$ cat config.mk
export PLATFORM = sky130hd
export DESIGN_NAME = vjtag_reg_bank
export DESIGN_NICKNAME = d
export VERILOG_FILES = /design/src/rtl/vjtag_reg_bank.sv
export SDC_FILE = /design/constraint.sdc
export NUM_CORES = 1
export LEC_CHECK = 0
export BUFFER_PORTS_ARGS = -buffer_cell sky130_fd_sc_hd__buf_2
export CELL_PAD_IN_SITES_DETAIL_PLACEMENT = 0
export CELL_PAD_IN_SITES_GLOBAL_PLACEMENT = 1
export CORE_MARGIN = 5
export CORE_UTILIZATION = 38
export DETAILED_ROUTE_END_ITERATION = 12
export PLACE_DENSITY_LB_ADDON = 0.12
export SETUP_SLACK_MARGIN = 0.1
export SLEW_MARGIN = 20
export SYNTH_ARGS = -nofsm -noshare
export SYNTH_HDL_FRONTEND = slang
export SYNTH_SLANG_ARGS = --single-unit
$ cat constraint.sdc
create_clock -name clk -period 2.4 [get_ports clk]
set_input_delay 0.48 -clock clk [delete_from_list [all_inputs] [get_ports clk]]
set_output_delay 0.48 -clock clk [all_outputs]
set_load 0.02 [all_outputs]
$ cat src/rtl/vjtag_reg_bank.sv
// ---------------------------------------------------------------------------
// vjtag_reg_bank
//   Register bank behind a virtual-JTAG data path. A single shared shift
//   register serves the read registers, the write registers (with readback)
//   and a constant ID word. A 1-bit bypass register covers unmapped codes.
//   Write registers commit only on a full-length shift. A short shift, or an
//   instruction change mid-transfer, sets a sticky error flag.
//
// Ports
//   clk        clock; all qualifiers are sampled on its rising edge
//   rst_n      asynchronous active-low reset
//   tdi / tdo  serial data in / out (LSB first)
//   ir_in      current instruction
//   st_cdr     capture-DR qualifier
//   st_sdr     shift-DR qualifier
//   st_udr     update-DR qualifier
//   rd_data    read registers, register k at [k*DATA_W +: DATA_W]
//   wr_data    write registers, same packing
//   wr_strobe  one-cycle commit pulse per write register
//   wr_err     sticky framing error
//   err_clr    clears wr_err; a same-cycle error set wins
//
// Instruction map
//   0                       BYPASS
//   1 .. N_RD               read register  (ir - 1)
//   N_RD+1 .. N_RD+N_WR     write register (ir - N_RD - 1)
//   all ones                ID
//   anything else           BYPASS
//
// FSM states
//   state     | meaning
//   ----------+-------------------------------------------------------------
//   ST_IDLE   | no transfer open; sdr/udr are ignored
//   ST_SHIFT  | captured; sdr shifts, udr closes (and commits if valid)
// ---------------------------------------------------------------------------
module vjtag_reg_bank #(
   parameter int                DATA_W   = 64,
   parameter int                N_RD     = 3,
   parameter int                N_WR     = 5,
   parameter int                IR_W     = 4,
   parameter logic [DATA_W-1:0] ID_VALUE = DATA_W'(32'h0012_3456)
) (
   input  logic                     clk,
   input  logic                     rst_n,
   input  logic                     tdi,
   output logic                     tdo,
   input  logic [IR_W-1:0]          ir_in,
   input  logic                     st_cdr,
   input  logic                     st_sdr,
   input  logic                     st_udr,
   input  logic [N_RD*DATA_W-1:0]   rd_data,
   output logic [N_WR*DATA_W-1:0]   wr_data,
   output logic [N_WR-1:0]          wr_strobe,
   output logic                     wr_err,
   input  logic                     err_clr
);

   generate
      if ((N_RD + N_WR + 2) > (2 ** IR_W) || DATA_W < 2) begin : g_bad_cfg
         $error("vjtag_reg_bank: instruction space too small or DATA_W < 2");
      end
   endgenerate

   localparam int               CNT_W    = $clog2(DATA_W + 2);
   localparam logic [CNT_W-1:0] CNT_FULL = CNT_W'(DATA_W);
   localparam logic [CNT_W-1:0] CNT_SAT  = CNT_W'(DATA_W + 1);

   typedef enum logic {
      ST_IDLE  = 1'b0,
      ST_SHIFT = 1'b1
   } state_e;

   state_e                  state_q,     state_d;
   logic [DATA_W-1:0]       sr_q,        sr_d;
   logic                    br_q,        br_d;
   logic [CNT_W-1:0]        cnt_q,       cnt_d;
   logic [IR_W-1:0]         ir_l_q,      ir_l_d;
   logic [N_WR*DATA_W-1:0]  wr_data_q,   wr_data_d;
   logic [N_WR-1:0]         wr_strobe_q, wr_strobe_d;
   logic                    wr_err_q,    wr_err_d;
   logic                    err_set;

   function automatic logic is_rd(input logic [IR_W-1:0] code);
      return (int'(code) >= 1) && (int'(code) <= N_RD);
   endfunction

   function automatic logic is_wr(input logic [IR_W-1:0] code);
      return (int'(code) >= N_RD + 1) && (int'(code) <= N_RD + N_WR);
   endfunction

   function automatic logic is_id(input logic [IR_W-1:0] code);
      return &code;
   endfunction

   always_comb begin
      state_d     = state_q;
      sr_d        = sr_q;
      br_d        = br_q;
      cnt_d       = cnt_q;
      ir_l_d      = ir_l_q;
      wr_data_d   = wr_data_q;
      wr_strobe_d = '0;
      err_set     = 1'b0;

      if (st_cdr) begin
         // Capture wins over everything else in the cycle, in either state.
         state_d = ST_SHIFT;
         cnt_d   = '0;
         ir_l_d  = ir_in;
         if (is_id(ir_in)) begin
            sr_d = ID_VALUE;
         end else if (is_rd(ir_in)) begin
            for (int k = 0; k < N_RD; k++) begin
               if (int'(ir_in) == k + 1) sr_d = rd_data[k*DATA_W +: DATA_W];
            end
         end else if (is_wr(ir_in)) begin
            for (int k = 0; k < N_WR; k++) begin
               if (int'(ir_in) == N_RD + 1 + k) sr_d = wr_data_q[k*DATA_W +: DATA_W];
            end
         end else begin
            br_d = 1'b0;
         end
      end else if (state_q == ST_SHIFT) begin
         if (ir_in != ir_l_q) begin
            // Instruction changed under an open transfer: drop it.
            state_d = ST_IDLE;
            err_set = is_wr(ir_l_q);
         end else if (st_udr) begin
            state_d = ST_IDLE;
            if (is_wr(ir_l_q)) begin
               if (cnt_q == CNT_FULL) begin
                  for (int k = 0; k < N_WR; k++) begin
                     if (int'(ir_l_q) == N_RD + 1 + k) begin
                        wr_data_d[k*DATA_W +: DATA_W] = sr_q;
                        wr_strobe_d[k]                = 1'b1;
                     end
                  end
               end else begin
                  err_set = 1'b1;
               end
            end
         end else if (st_sdr) begin
            sr_d = {tdi, sr_q[DATA_W-1:1]};
            br_d = tdi;
            if (cnt_q != CNT_SAT) cnt_d = cnt_q + CNT_W'(1);
         end
      end

      wr_err_d = err_set | (wr_err_q & ~err_clr);
   end

   always_ff @(posedge clk or negedge rst_n) begin
      if (!rst_n) begin
         state_q     <= ST_IDLE;
         sr_q        <= '0;
         br_q        <= 1'b0;
         cnt_q       <= '0;
         ir_l_q      <= '0;
         wr_data_q   <= '0;
         wr_strobe_q <= '0;
         wr_err_q    <= 1'b0;
      end else begin
         state_q     <= state_d;
         sr_q        <= sr_d;
         br_q        <= br_d;
         cnt_q       <= cnt_d;
         ir_l_q      <= ir_l_d;
         wr_data_q   <= wr_data_d;
         wr_strobe_q <= wr_strobe_d;
         wr_err_q    <= wr_err_d;
      end
   end

   assign tdo       = (is_rd(ir_l_q) || is_wr(ir_l_q) || is_id(ir_l_q)) ? sr_q[0] : br_q;
   assign wr_data   = wr_data_q;
   assign wr_strobe = wr_strobe_q;
   assign wr_err    = wr_err_q;

endmodule
==> summary.md <==
| Metric | Value |
|---|---|
| Initial antenna violation count | `1` |
| Sequential Power Share | `0.454` |
| Area grow syn2layout | `36.8%` |
| Max stage delay on crit path | `440 ps` |
| Switching share of total power | `0.281` |
| Crit path max-delay family | `flip-flops` |
| Post-synth EDFFs | `0` |
| Routed len/inst | `28.5 µm` |
| Vias per cell | `5.82` |
| Setup violators final | `1` |
| Setup TNS | `-106 ps` |
| Combinational fraction of design power | `0.132` |
| FF-to-FF path depth | `8` |
| Syn. warnings | `0` |
| Vias | `18916` |
| Worst path bufs/invs | `2` |
| #FFs+latches synth | `403` |
| Worst path cell trace | `nor3_4 -> buf_6 -> nor3_2 -> a21oi_2 -> mux2_4 -> buf_6` |
| Clock skew | `23.8 ps` |
| Setup CP Type | `register to output port` |
| Gate Count Post-Synth | `1888` |
| Post-route antenna net violation count | `0` |
| Syn Area/Cell | `11.2 µm²` |
| Static leakage | `14.8 nW` |
| Drt total wl | `92.6 mm` |
| Main synth FF type | `dfrtp_1` |
| Worst-path fanout max | `3` |
| Boundary pin count | `530` |
| Failing checks | `setup timing` |
| Worst Hold Launch | `err_clr` |
| Max Transition Viols Final | `0` |
| Fin. Hold Viols | `0` |
| FP Rows | `86` |
| DRC viols | `0` |
| Area of the mapped netlist | `21100 µm²` |
| Core box area | `55000 µm²` |
| Worst slack, placed | `-90.1 ps` |
| VDD IR max | `590 µV` |
| RSZ-0062 raised after global routing | `true` |
| Worst Hold Class | `input pin to register` |
| Root buffer cell | `clkbuf_16` |
| Initial Util | `0.383` |
| Clk Latency, worst-skew pair | `590 ps` |
| Number of cells on the critical path | `6` |
| Die width | `246 µm` |
| P_sw | `0.00477 W` |
| Iteration-0 DRC count of the detailed router | `1293` |
| Clock power frac | `0.414` |
| Clock transition at path regs | `60 ps` |
| H-tree levels | `2` |
| Critical R2R Launch | `cnt_q[5]` |
| Crit path time final | `2510 ps` |
| Hold path depth | `2` |
| Internal Pwr Total | `0.0122 W` |
| Largest net degree at the start of global routing | `80` |
| CP required | `1920 ps` |
| Max Root-Sink Buffers | `3` |
| Inserted Diodes | `0` |
| Pin slew with the least headroom to its limit | `934 ps` |
| Sequential area share after synthesis | `0.478` |
| Final #Nets | `2678` |
| Status | `finished, violations left` |
| Total gr overflow | `0` |
| Post-detail-place hpwl | `58.3 mm` |
| TritonCTS clock tree | `yes` |
| Crit path from | `ir_l_q[0]` |
| Global placement routability congestion | `0.834` |
| Vias in the first global route | `19249` |
| Final design utilization | `0.524` |
| Initial DRT Pass Iterations | `5` |
| Critical path startpoint category | `register` |
| P per Cell Area | `589 nW/µm²` |
| Non-Filler Instances | `3250` |
| Async SR Flop Fraction | `1.00` |
| First-pass GRT wire length | `128 mm` |
| CP arrival | `2030 ps` |
| GRT Util Overall | `0.277` |
| Total power draw | `0.0170 W` |
| Synth cell types | `60` |
| Syn nets | `2094` |
| Most common cell on crit path | `buf_6` |
| Die height | `246 µm` |
| Share of cells above drive strength 1 | `0.453` |
| Max-slew headroom at the worst pin | `0.372` |
| TritonCTS Buffers | `47` |
| Port Buf Inserts | `529` |
| Fmax | `399 MHz` |
| DP Cell Count | `3103` |
| Final Cycle Share | `1.04` |
| Total die area | `60300 µm²` |
| Worst setup margin | `-106 ps` |
| Crit end category | `output port` |
| CP max stage cell | `dfrtp_2` |
| Clock Sinks | `403` |
| Max-Cap Viols | `0` |
-- metrics by stage --
stage               hold WS, ps  area, µm²
detailed placement          446      25300
finish                      102      28800
floorplan                   184      21100
global route               92.5      28800
global placement            448      25300
CTS                        70.9      27500
-- worst register-to-register path: stages (launching register included) --
cell,delay (ps)
dfrtp_1,420
nor4_4,310
nand3_2,170
nor4_4,310
buf_4,180
nand3b_1,170
buf_12,220
clkbuf_16,190
mux2_4,310
-- sequential cells by signal, indices dropped and copies added (netlist names) --
name	cells
br_q	1
cnt_q	7
ir_l_q	4
sr_q	64
state_q	1
wr_data	320
wr_err	1
wr_strobe	5
-- cells in the mapped netlist (4+ instances only) --
| master | number | area (µm²) |
|---|---|---|
| mux2_2 | 308 | 3470 |
| nand3_1 | 5 | 25.0 |
| o21a_1 | 40 | 300 |
| dfrtp_1 | 403 | 10100 |
| a2111oi_0 | 15 | 131 |
| or3_1 | 5 | 31.3 |
| a21boi_0 | 22 | 165 |
| and3_1 | 4 | 25.0 |
| o31ai_1 | 17 | 128 |
| nor3_1 | 8 | 40.0 |
| a221oi_1 | 39 | 342 |
| mux2i_1 | 77 | 771 |
| inv_1 | 66 | 248 |
| mux2_1 | 9 | 101 |
| a21o_1 | 27 | 203 |
| a2bb2oi_1 | 44 | 385 |
| clkbuf_1 | 89 | 334 |
| o21ai_0 | 174 | 871 |
| o32a_1 | 4 | 40.0 |
| nand2_1 | 40 | 150 |
| buf_1 | 19 | 71.3 |
| a21oi_1 | 117 | 586 |
| o22a_1 | 46 | 403 |
| o211ai_1 | 6 | 45.0 |
| a22oi_1 | 10 | 75.1 |
| buf_2 | 45 | 225 |
| xnor2_1 | 5 | 43.8 |
| o31a_1 | 5 | 43.8 |
| nor2_1 | 53 | 199 |
| buf_6 | 23 | 259 |
| a31oi_1 | 16 | 100 |
| o311a_1 | 4 | 40.0 |
| nand2b_1 | 36 | 225 |
| o221ai_1 | 53 | 464 |
| o22ai_1 | 14 | 87.6 |
-- final cells by class --
cell class                 count  area, µm²
tap                          748        936
sequential                   403      10100
fill                        4905      26200
timing repair buffer         713       5470
multi-input combinational   1240      10600
clock buffer                  70       1420
clock inverter                 9       70.1
inverter                      67        251
-- per-layer routing --
layer / GRT usage / up-vias / wire length (µm)
met1: 0.360 / 9738 / 37800
met2: 0.464 / 781 / 44500
li1: - / 8247 / -
met3: 0.0615 / 148 / 7480
met5: 0 / - / 13
met4: 0.0837 / 2 / 2820
-- cell usage in the layout, fill, tap and decap left out, drive strengths merged, types with 39 or more instances in the layout --
| master | synthesis | routed |
|---|---|---|
| nand2 | 41 | 42 |
| a221oi | 39 | 39 |
| a2bb2oi | 44 | 44 |
| nor2 | 53 | 53 |
| buf | 90 | 693 |
| mux2i | 77 | 77 |
| inv | 67 | 67 |
| dfrtp | 403 | 403 |
| mux2 | 317 | 317 |
| o221ai | 53 | 53 |
| o22a | 46 | 46 |
| o21ai | 174 | 174 |
| o21a | 40 | 40 |
| clkbuf | 89 | 89 |
| a21oi | 117 | 117 |
-- power by group through the flow --
stage	registers [W]	clock network (W)	logic (W)
3_3_place_gp	0.00776	0	0.00211
6_report	0.00771	0.00703	0.00224
3_5_place_dp	0.00778	0	0.00213
4_1_cts	0.00766	0.00717	0.00220
5_1_grt	0.00775	0.00743	0.00245
2_1_floorplan	0.00752	0	0.00119
-- repair_timing --
action                                  CTS  global route
cloned                                    8            26
endpoints found under the setup margin  116           313
hold buffers                              1             0
resized for setup                        77           168
hold endpoints to repair                 33             0
pin swaps                                 5             8
setup buffers                            19            17
-- final timing paths --
kind	endpoint	slack (ps)
worst max-delay path	tdo	-110
worst min-delay path	wr_err	100
worst max register to register	wr_data[154]	0
worst min register to register	wr_data[119]	530
max in group asynchronous	wr_data[277]	1100
min in group asynchronous	sr_q[12]	440
-- cells by family (layout without fill, tap and decap cells) --
kind of cell,Yosys count,in the layout,share of synthesized area
AOI/OAI and AO/OA,660,660,0.212
xor gates and xnor gates,5,5,0.00208
adders and majority gates,3,3,0.00178
buffers and inverters,246,859,0.0552
DFF,403,403,0.478
muxes,394,394,0.206
and+or+nand+nor,177,178,0.0443
Power figures use the tool's default switching activity.
